==> src/rtl/inst_encoder_loader_pkg.sv <==
// Shared opcode/func constants, encoder op selects and FSM state type for the instruction loader.
package inst_encoder_loader_pkg;

    localparam logic [5:0] OPC_RTYPE = 6'h00;
    localparam logic [5:0] OPC_ADDI  = 6'h08;
    localparam logic [5:0] OPC_ADDIU = 6'h09;
    localparam logic [5:0] OPC_ORI   = 6'h0D;
    localparam logic [5:0] OPC_LUI   = 6'h0F;
    localparam logic [5:0] OPC_LW    = 6'h23;
    localparam logic [5:0] OPC_SW    = 6'h2B;
    localparam logic [5:0] OPC_BEQ   = 6'h04;
    localparam logic [5:0] OPC_J     = 6'h02;
    localparam logic [5:0] OPC_JAL   = 6'h03;

    localparam logic [5:0] FUNC_ADD  = 6'h20;
    localparam logic [5:0] FUNC_ADDU = 6'h21;
    localparam logic [5:0] FUNC_SUB  = 6'h22;
    localparam logic [5:0] FUNC_SUBU = 6'h23;
    localparam logic [5:0] FUNC_AND  = 6'h24;
    localparam logic [5:0] FUNC_OR   = 6'h25;
    localparam logic [5:0] FUNC_XOR  = 6'h26;
    localparam logic [5:0] FUNC_SLT  = 6'h2A;
    localparam logic [5:0] FUNC_SLL  = 6'h00;
    localparam logic [5:0] FUNC_SRL  = 6'h02;

    localparam logic [4:0] ENC_OP_ADD   = 5'd0;
    localparam logic [4:0] ENC_OP_ADDU  = 5'd1;
    localparam logic [4:0] ENC_OP_SUB   = 5'd2;
    localparam logic [4:0] ENC_OP_SUBU  = 5'd3;
    localparam logic [4:0] ENC_OP_AND   = 5'd4;
    localparam logic [4:0] ENC_OP_OR    = 5'd5;
    localparam logic [4:0] ENC_OP_XOR   = 5'd6;
    localparam logic [4:0] ENC_OP_SLT   = 5'd7;
    localparam logic [4:0] ENC_OP_SLL   = 5'd8;
    localparam logic [4:0] ENC_OP_SRL   = 5'd9;
    localparam logic [4:0] ENC_OP_ADDI  = 5'd10;
    localparam logic [4:0] ENC_OP_ADDIU = 5'd11;
    localparam logic [4:0] ENC_OP_ORI   = 5'd12;
    localparam logic [4:0] ENC_OP_LUI   = 5'd13;
    localparam logic [4:0] ENC_OP_LW    = 5'd14;
    localparam logic [4:0] ENC_OP_SW    = 5'd15;
    localparam logic [4:0] ENC_OP_BEQ   = 5'd16;
    localparam logic [4:0] ENC_OP_J     = 5'd17;
    localparam logic [4:0] ENC_OP_JAL   = 5'd18;
    localparam int unsigned ENC_OP_LENGTH = 19;

    typedef enum logic [1:0] {StIdle, StLoad, StDrain, StDone} load_state_e;

    typedef struct packed {
        logic [4:0]  rs;
        logic [4:0]  rt;
        logic [4:0]  rd;
        logic [4:0]  sa;
        logic [15:0] imm;
        logic [25:0] target;
    } enc_fields_t;

    function automatic logic [31:0] r_word(logic [4:0] rs, logic [4:0] rt, logic [4:0] rd,
                                           logic [4:0] sa, logic [5:0] func);
        return {OPC_RTYPE, rs, rt, rd, sa, func};
    endfunction

    function automatic logic [31:0] i_word(logic [5:0] opc, logic [4:0] rs, logic [4:0] rt,
                                           logic [15:0] imm);
        return {opc, rs, rt, imm};
    endfunction

endpackage

==> src/rtl/inst_word_pack.sv <==
// Combinational packer: encoder op select plus operand fields -> 32-bit MIPS word and legal flag.
module inst_word_pack
    import inst_encoder_loader_pkg::*;
(
    input  logic [4:0]  op_i,
    input  enc_fields_t fields_i,
    output logic [31:0] word_o,
    output logic        legal_o
);

    always_comb begin
        word_o  = 32'h0;
        legal_o = 1'b1;
        case (op_i)
            ENC_OP_ADD:   word_o = r_word(fields_i.rs, fields_i.rt, fields_i.rd, 5'd0, FUNC_ADD);
            ENC_OP_ADDU:  word_o = r_word(fields_i.rs, fields_i.rt, fields_i.rd, 5'd0, FUNC_ADDU);
            ENC_OP_SUB:   word_o = r_word(fields_i.rs, fields_i.rt, fields_i.rd, 5'd0, FUNC_SUB);
            ENC_OP_SUBU:  word_o = r_word(fields_i.rs, fields_i.rt, fields_i.rd, 5'd0, FUNC_SUBU);
            ENC_OP_AND:   word_o = r_word(fields_i.rs, fields_i.rt, fields_i.rd, 5'd0, FUNC_AND);
            ENC_OP_OR:    word_o = r_word(fields_i.rs, fields_i.rt, fields_i.rd, 5'd0, FUNC_OR);
            ENC_OP_XOR:   word_o = r_word(fields_i.rs, fields_i.rt, fields_i.rd, 5'd0, FUNC_XOR);
            ENC_OP_SLT:   word_o = r_word(fields_i.rs, fields_i.rt, fields_i.rd, 5'd0, FUNC_SLT);
            // Shifts take their source from rt; rs is not part of the instruction.
            ENC_OP_SLL:   word_o = r_word(5'd0, fields_i.rt, fields_i.rd, fields_i.sa, FUNC_SLL);
            ENC_OP_SRL:   word_o = r_word(5'd0, fields_i.rt, fields_i.rd, fields_i.sa, FUNC_SRL);
            ENC_OP_ADDI:  word_o = i_word(OPC_ADDI, fields_i.rs, fields_i.rt, fields_i.imm);
            ENC_OP_ADDIU: word_o = i_word(OPC_ADDIU, fields_i.rs, fields_i.rt, fields_i.imm);
            ENC_OP_ORI:   word_o = i_word(OPC_ORI, fields_i.rs, fields_i.rt, fields_i.imm);
            ENC_OP_LUI:   word_o = i_word(OPC_LUI, 5'd0, fields_i.rt, fields_i.imm);
            ENC_OP_LW:    word_o = i_word(OPC_LW, fields_i.rs, fields_i.rt, fields_i.imm);
            ENC_OP_SW:    word_o = i_word(OPC_SW, fields_i.rs, fields_i.rt, fields_i.imm);
            ENC_OP_BEQ:   word_o = i_word(OPC_BEQ, fields_i.rs, fields_i.rt, fields_i.imm);
            ENC_OP_J:     word_o = {OPC_J, fields_i.target};
            ENC_OP_JAL:   word_o = {OPC_JAL, fields_i.target};
            default: begin
                word_o  = 32'h0;
                legal_o = 1'b0;
            end
        endcase
    end

endmodule

==> src/rtl/inst_encoder_loader.sv <==
// Loads encoded instruction beats sequentially into imem and holds the CPU until done.
// ENC_ILLEGAL_CHECK_EN: drop illegal op beats and raise sticky err instead of writing a NOP.
module inst_encoder_loader
    import inst_encoder_loader_pkg::*;
#(
    parameter int unsigned ADDR_W = 5,
    parameter int unsigned DEPTH  = 32
) (
    input  logic              clk_i,
    input  logic              rst_i,
    input  logic              load_start_i,
    input  logic              load_done_i,
    input  logic              in_valid_i,
    output logic              in_ready_o,
    input  logic [4:0]        in_op_i,
    input  logic [4:0]        in_rs_i,
    input  logic [4:0]        in_rt_i,
    input  logic [4:0]        in_rd_i,
    input  logic [4:0]        in_sa_i,
    input  logic [15:0]       in_imm_i,
    input  logic [25:0]       in_target_i,
    output logic              imem_we_o,
    output logic [ADDR_W-1:0] imem_addr_o,
    output logic [31:0]       imem_wdata_o,
    output logic [ADDR_W:0]   word_count_o,
    output logic              full_o,
    output logic              busy_o,
    output logic              cpu_hold_o,
    output logic              err_o
);

    localparam int unsigned CntW = ADDR_W + 1;

    load_state_e       state_q, state_d;
    logic              we_q, we_d;
    logic [ADDR_W-1:0] addr_q, addr_d;
    logic [31:0]       wdata_q, wdata_d;
    logic [CntW-1:0]   count_q, count_d;

    enc_fields_t fields;
    logic [31:0] pack_word;
    logic        pack_legal;
    logic [CntW-1:0] fill;
    logic        accept, write_beat, start;

    assign fields = '{rs: in_rs_i, rt: in_rt_i, rd: in_rd_i, sa: in_sa_i,
                      imm: in_imm_i, target: in_target_i};

    inst_word_pack u_pack (
        .op_i    (in_op_i),
        .fields_i(fields),
        .word_o  (pack_word),
        .legal_o (pack_legal)
    );

    // Words committed plus the one in flight; ready drops once this reaches DEPTH.
    assign fill       = count_q + CntW'(we_q);
    assign in_ready_o = (state_q == StLoad) && (fill != CntW'(DEPTH));
    assign accept     = in_valid_i && in_ready_o;
    assign start      = load_start_i && ((state_q == StIdle) || (state_q == StDone));
`ifdef ENC_ILLEGAL_CHECK_EN
    assign write_beat = accept && pack_legal;
`else
    assign write_beat = accept;
`endif

    always_comb begin
        state_d = state_q;
        we_d    = write_beat;
        addr_d  = addr_q;
        wdata_d = wdata_q;
        count_d = count_q + CntW'(we_q);
        if (write_beat) begin
            addr_d  = fill[ADDR_W-1:0];
            wdata_d = pack_legal ? pack_word : 32'h0;  // illegal selects become NOP
        end
        case (state_q)
            StIdle:  if (load_start_i) state_d = StLoad;
            StLoad:  if (load_done_i) state_d = StDrain;
            StDrain: if (!we_q) state_d = StDone;
            StDone:  if (load_start_i) state_d = StLoad;
            default: state_d = StIdle;
        endcase
        if (start) begin
            count_d = '0;
        end
    end

    always_ff @(posedge clk_i or posedge rst_i) begin
        if (rst_i) begin
            state_q <= StIdle;
            we_q    <= 1'b0;
            addr_q  <= '0;
            wdata_q <= 32'h0;
            count_q <= '0;
        end else begin
            state_q <= state_d;
            we_q    <= we_d;
            addr_q  <= addr_d;
            wdata_q <= wdata_d;
            count_q <= count_d;
        end
    end

`ifdef ENC_ILLEGAL_CHECK_EN
    logic err_q, err_d;

    always_comb begin
        err_d = err_q;
        if (accept && !pack_legal) begin
            err_d = 1'b1;
        end
        if (start) begin
            err_d = 1'b0;
        end
    end

    always_ff @(posedge clk_i or posedge rst_i) begin
        if (rst_i) begin
            err_q <= 1'b0;
        end else begin
            err_q <= err_d;
        end
    end

    assign err_o = err_q;
`else
    assign err_o = 1'b0;
`endif

    assign imem_we_o    = we_q;
    assign imem_addr_o  = addr_q;
    assign imem_wdata_o = wdata_q;
    assign word_count_o = count_q;
    assign full_o       = (count_q == CntW'(DEPTH));
    assign busy_o       = (state_q == StLoad) || (state_q == StDrain);
    assign cpu_hold_o   = (state_q != StDone);

endmodule

==> config.mk <==
export PLATFORM = sky130hd
export DESIGN_NAME = inst_encoder_loader
export DESIGN_NICKNAME = d
export VERILOG_FILES = /design/src/rtl/inst_encoder_loader_pkg.sv /design/src/rtl/inst_word_pack.sv /design/src/rtl/inst_encoder_loader.sv
export SDC_FILE = /design/constraint.sdc
export NUM_CORES = 1
export LEC_CHECK = 0
export CAP_MARGIN = 20
export CORE_UTILIZATION = 38
export DETAILED_ROUTE_END_ITERATION = 8
export PLACE_DENSITY = 0.75
export SYNTH_ARGS = -nofsm -noshare
export SYNTH_HDL_FRONTEND = slang
export SYNTH_SLANG_ARGS = --single-unit
export TNS_END_PERCENT = 50
==> constraint.sdc <==
create_clock -name clk_i -period 5.61 [get_ports clk_i]
set_input_delay 1.122 -clock clk_i [delete_from_list [all_inputs] [get_ports clk_i]]
set_output_delay 1.122 -clock clk_i [all_outputs]
set_load 0.005 [all_outputs]
==> results.cfg <==
[timing]
maxSlewHeadroom_pct = 32.02
fmax_ghz = 0.2676
finClkSkew_ns = 0.005412
period_minus_slack_ns = 3.736
hold_viol = 0
final-setup-viol-count = 0
slew_violations = 0
finalCritPeriodShare_pct = 66.60
holdWs_ns = 0.5122
grt_setup_unrepaired = false
tightest_slew_ns = 1.017
finalSetupTns_ns = 0

[place]
gp_congestion = 0.8827
dp_cells = 414
portBuffers = 118
dp.final_hpwl_um = 5067

[clocking]
tritoncts = done
root_buffer = clkbuf_8
cts_max_path_buffers = 2
cts_sinks = 45
post_cts_buffers = 0
htreeDepth = 2
numCtsBuffers = 5
clk_pin_slew_ns = 0.08
ctsHoldBuffers = 0
worst_skew_pair.late_latency_ns = 0.29
cts_resized = 0

[drt]
viasPerCell = 5.517
drt-initial-drc-count = 126
top_layer = met4
met2_length_um = 3402
dr_wl_met3_um = 352
wl_um = 6841
antenna_left = 0
drt_pre_antenna_iters = 9
wl_per_cell_um = 16.21
wl_met1_um = 2977
vias = 2328
drc = 14

[critical_path]
worstSetupPathType = flip-flop to primary output
critPathLaunchType = flip-flop
crit_path_max_fanout = 22
crit_path_end_kind = primary output
cp.required_ns = 4.49
arrival_ns = 2.61

[run_status]
violations = DRC
status = finished, violations left

[pwr]
pwr-share-clk_pct = 15.7
power_density_mw_per_mm2 = 355.9
combPwrFrac_pct = 47.1
switching_share_pct = 29.51
peakVddDrop_mv = 0.1421
leakage_nw = 1.628
internal_power_uw = 975.0
p_seq_share_pct = 37.2
p_sw_uw = 408.1

[cells_and_area]
final_cells = 422
diodes = 0
area_growth_pct = 51.44
fill_cells = 554
fin_nets = 421
drive_gt1_share_pct = 13.04

[logic_synthesis]
syn_inst = 234
yosysSeqAreaShare_pct = 43.88
synth_top_area_share_pct = 43.88
synth_ff_type = dfrtp_1
synth_edf_count = 0
yosysTopAreaCell = dfrtp_1
syn_area_sq_mm = 0.002566
synth.area.top_cells = dfrtp_1, mux2_4, a22o_1
async_flop_share_pct = 100.0
syn_area_per_cell_sq_um = 10.97
synth_cell_type_count = 42
synth_seq_cells = 45
yosysWarnings = 0

[floorplanning]
core_area_sq_mm = 0.006422
die_x_um = 84.18
pin_count = 121
core.rowCount = 29
dieArea_sq_mm = 0.007085
initial_core_util_pct = 39.96
die_h_um = 84.18

[global_routing]
grt_first_pass_wirelength_um = 11470
grt.overflow.total = 0
grtUsageTotal_pct = 20.10
grt_pass1_vias = 2359
grt_max_degree = 46
antenna_found_initial = 0

[job]
maxCapViolCount = 0

[worst_hold_path]
hold_class = flip-flop to flip-flop
==> layout by cell type, fill, tap and decap left out, types with 8 or more instances in the layout <==
master / Yosys / layout
mux2_4: 19 / 19
dfrtp_1: 45 / 45
mux2_2: 8 / 8
o31ai_1: 11 / 11
inv_1: 9 / 8
a22o_1: 13 / 13
clkdlybuf4s50_1: 0 / 118
nor2_1: 10 / 10
o21ai_0: 18 / 18
a222oi_1: 10 / 10
==> cell usage after synthesis (all sizes together) (7+ instances only) <==
cell    number
o31ai       11
nor2        11
nor2b        7
a22o        13
inv          9
nand2        7
dfrtp       45
clkbuf      14
nor3         7
a222oi      10
o21ai       18
mux2        27
a21oi        7
==> power groups by stage <==
stage	Clock (mW)	Sequential (mW)	Combinational [mW]
global placement	0	0.516	0.647
detailed placement	0	0.518	0.662
CTS	0.225	0.515	0.662
global route	0.239	0.531	0.700
floorplan	0	0.518	0.296
finish	0.217	0.514	0.652
==> routing by layer <==
metal / vias up / GRT usage [%]
li1: 1105 / -
met1: 1145 / 26.19
met2: 70 / 33.98
met3: 8 / 3.835
met4: 0 / 6.113
met5: - / 0
==> final timing paths <==
check                      cells past startpoint                    startpoint  slack, ns                      endpoint
max                                            8           imem_we_o$_DFF_PP0_       1.87                    in_ready_o
min                                            1  imem_wdata_o[19]$_DFFE_PP0P_       0.51  imem_wdata_o[19]$_DFFE_PP0P_
max reg2reg                                    8     word_count_o[0]$_DFF_PP0_       2.75  imem_wdata_o[17]$_DFFE_PP0P_
min reg2reg                                    1  imem_wdata_o[19]$_DFFE_PP0P_       0.51  imem_wdata_o[19]$_DFFE_PP0P_
max in group asynchronous                      2                         rst_i       3.68   imem_wdata_o[6]$_DFFE_PP0P_
min in group asynchronous                      2                         rst_i       1.34        state_q[0]$_DFFE_PP0P_
==> sequential cells by signal, summed over array words and instances, names as in the netlist <==
register,cells
imem_addr_o,5
imem_wdata_o,31
imem_we_o,1
state_q,2
word_count_o,6
==> per-stage QoR <==
stage / setup slack, ns / cell area (sq um) / util [%] / total power, mW
2_1_floorplan: 2.897 / 2570 / - / 0.8142
3_3_place_gp: 2.025 / 3785 / 58.93 / 1.162
3_5_place_dp: 1.896 / 3785 / 58.93 / 1.180
4_1_cts: 1.862 / 3886 / 60.51 / 1.403
5_1_grt: 1.696 / 3886 / 60.51 / 1.470
6_report: 1.874 / 3886 / 60.51 / 1.383
==> logic make-up after synthesis <==
logic type	count (synthesis)	share of synthesized area, %
AOI/OAI and AO/OA	78	23.16
and+or+nand+nor	46	9.362
DFF	45	43.88
buffers and inverters	28	5.021
muxes	27	14.63
adders and majority gates	5	2.438
xor gates and xnor gates	4	1.365
other	1	0.1461
==> area by class of cell <==
type	instances	area, sq um	share of cell area, %
clock inverter	1	5.005	0.1288
inverter	9	33.78	0.8693
tap	77	96.34	2.479
clock buffer	7	96.34	2.479
sequential	45	1126	28.98
multi-input combinational	162	1325	34.10
timing repair buffer	121	1204	30.97
==> worst max-delay path, cell delays in order (launching register included) <==
cell and delay, ns:
dfrtp_1 0.40, ha_1 0.25, ha_1 0.25, nor3_1 0.19
a31oi_1 0.09, a2111oi_4 0.33, buf_4 0.29, nor2b_1 0.08
clkdlybuf4s50_1 0.46
Note: power is estimated with default switching activity, not from simulation.
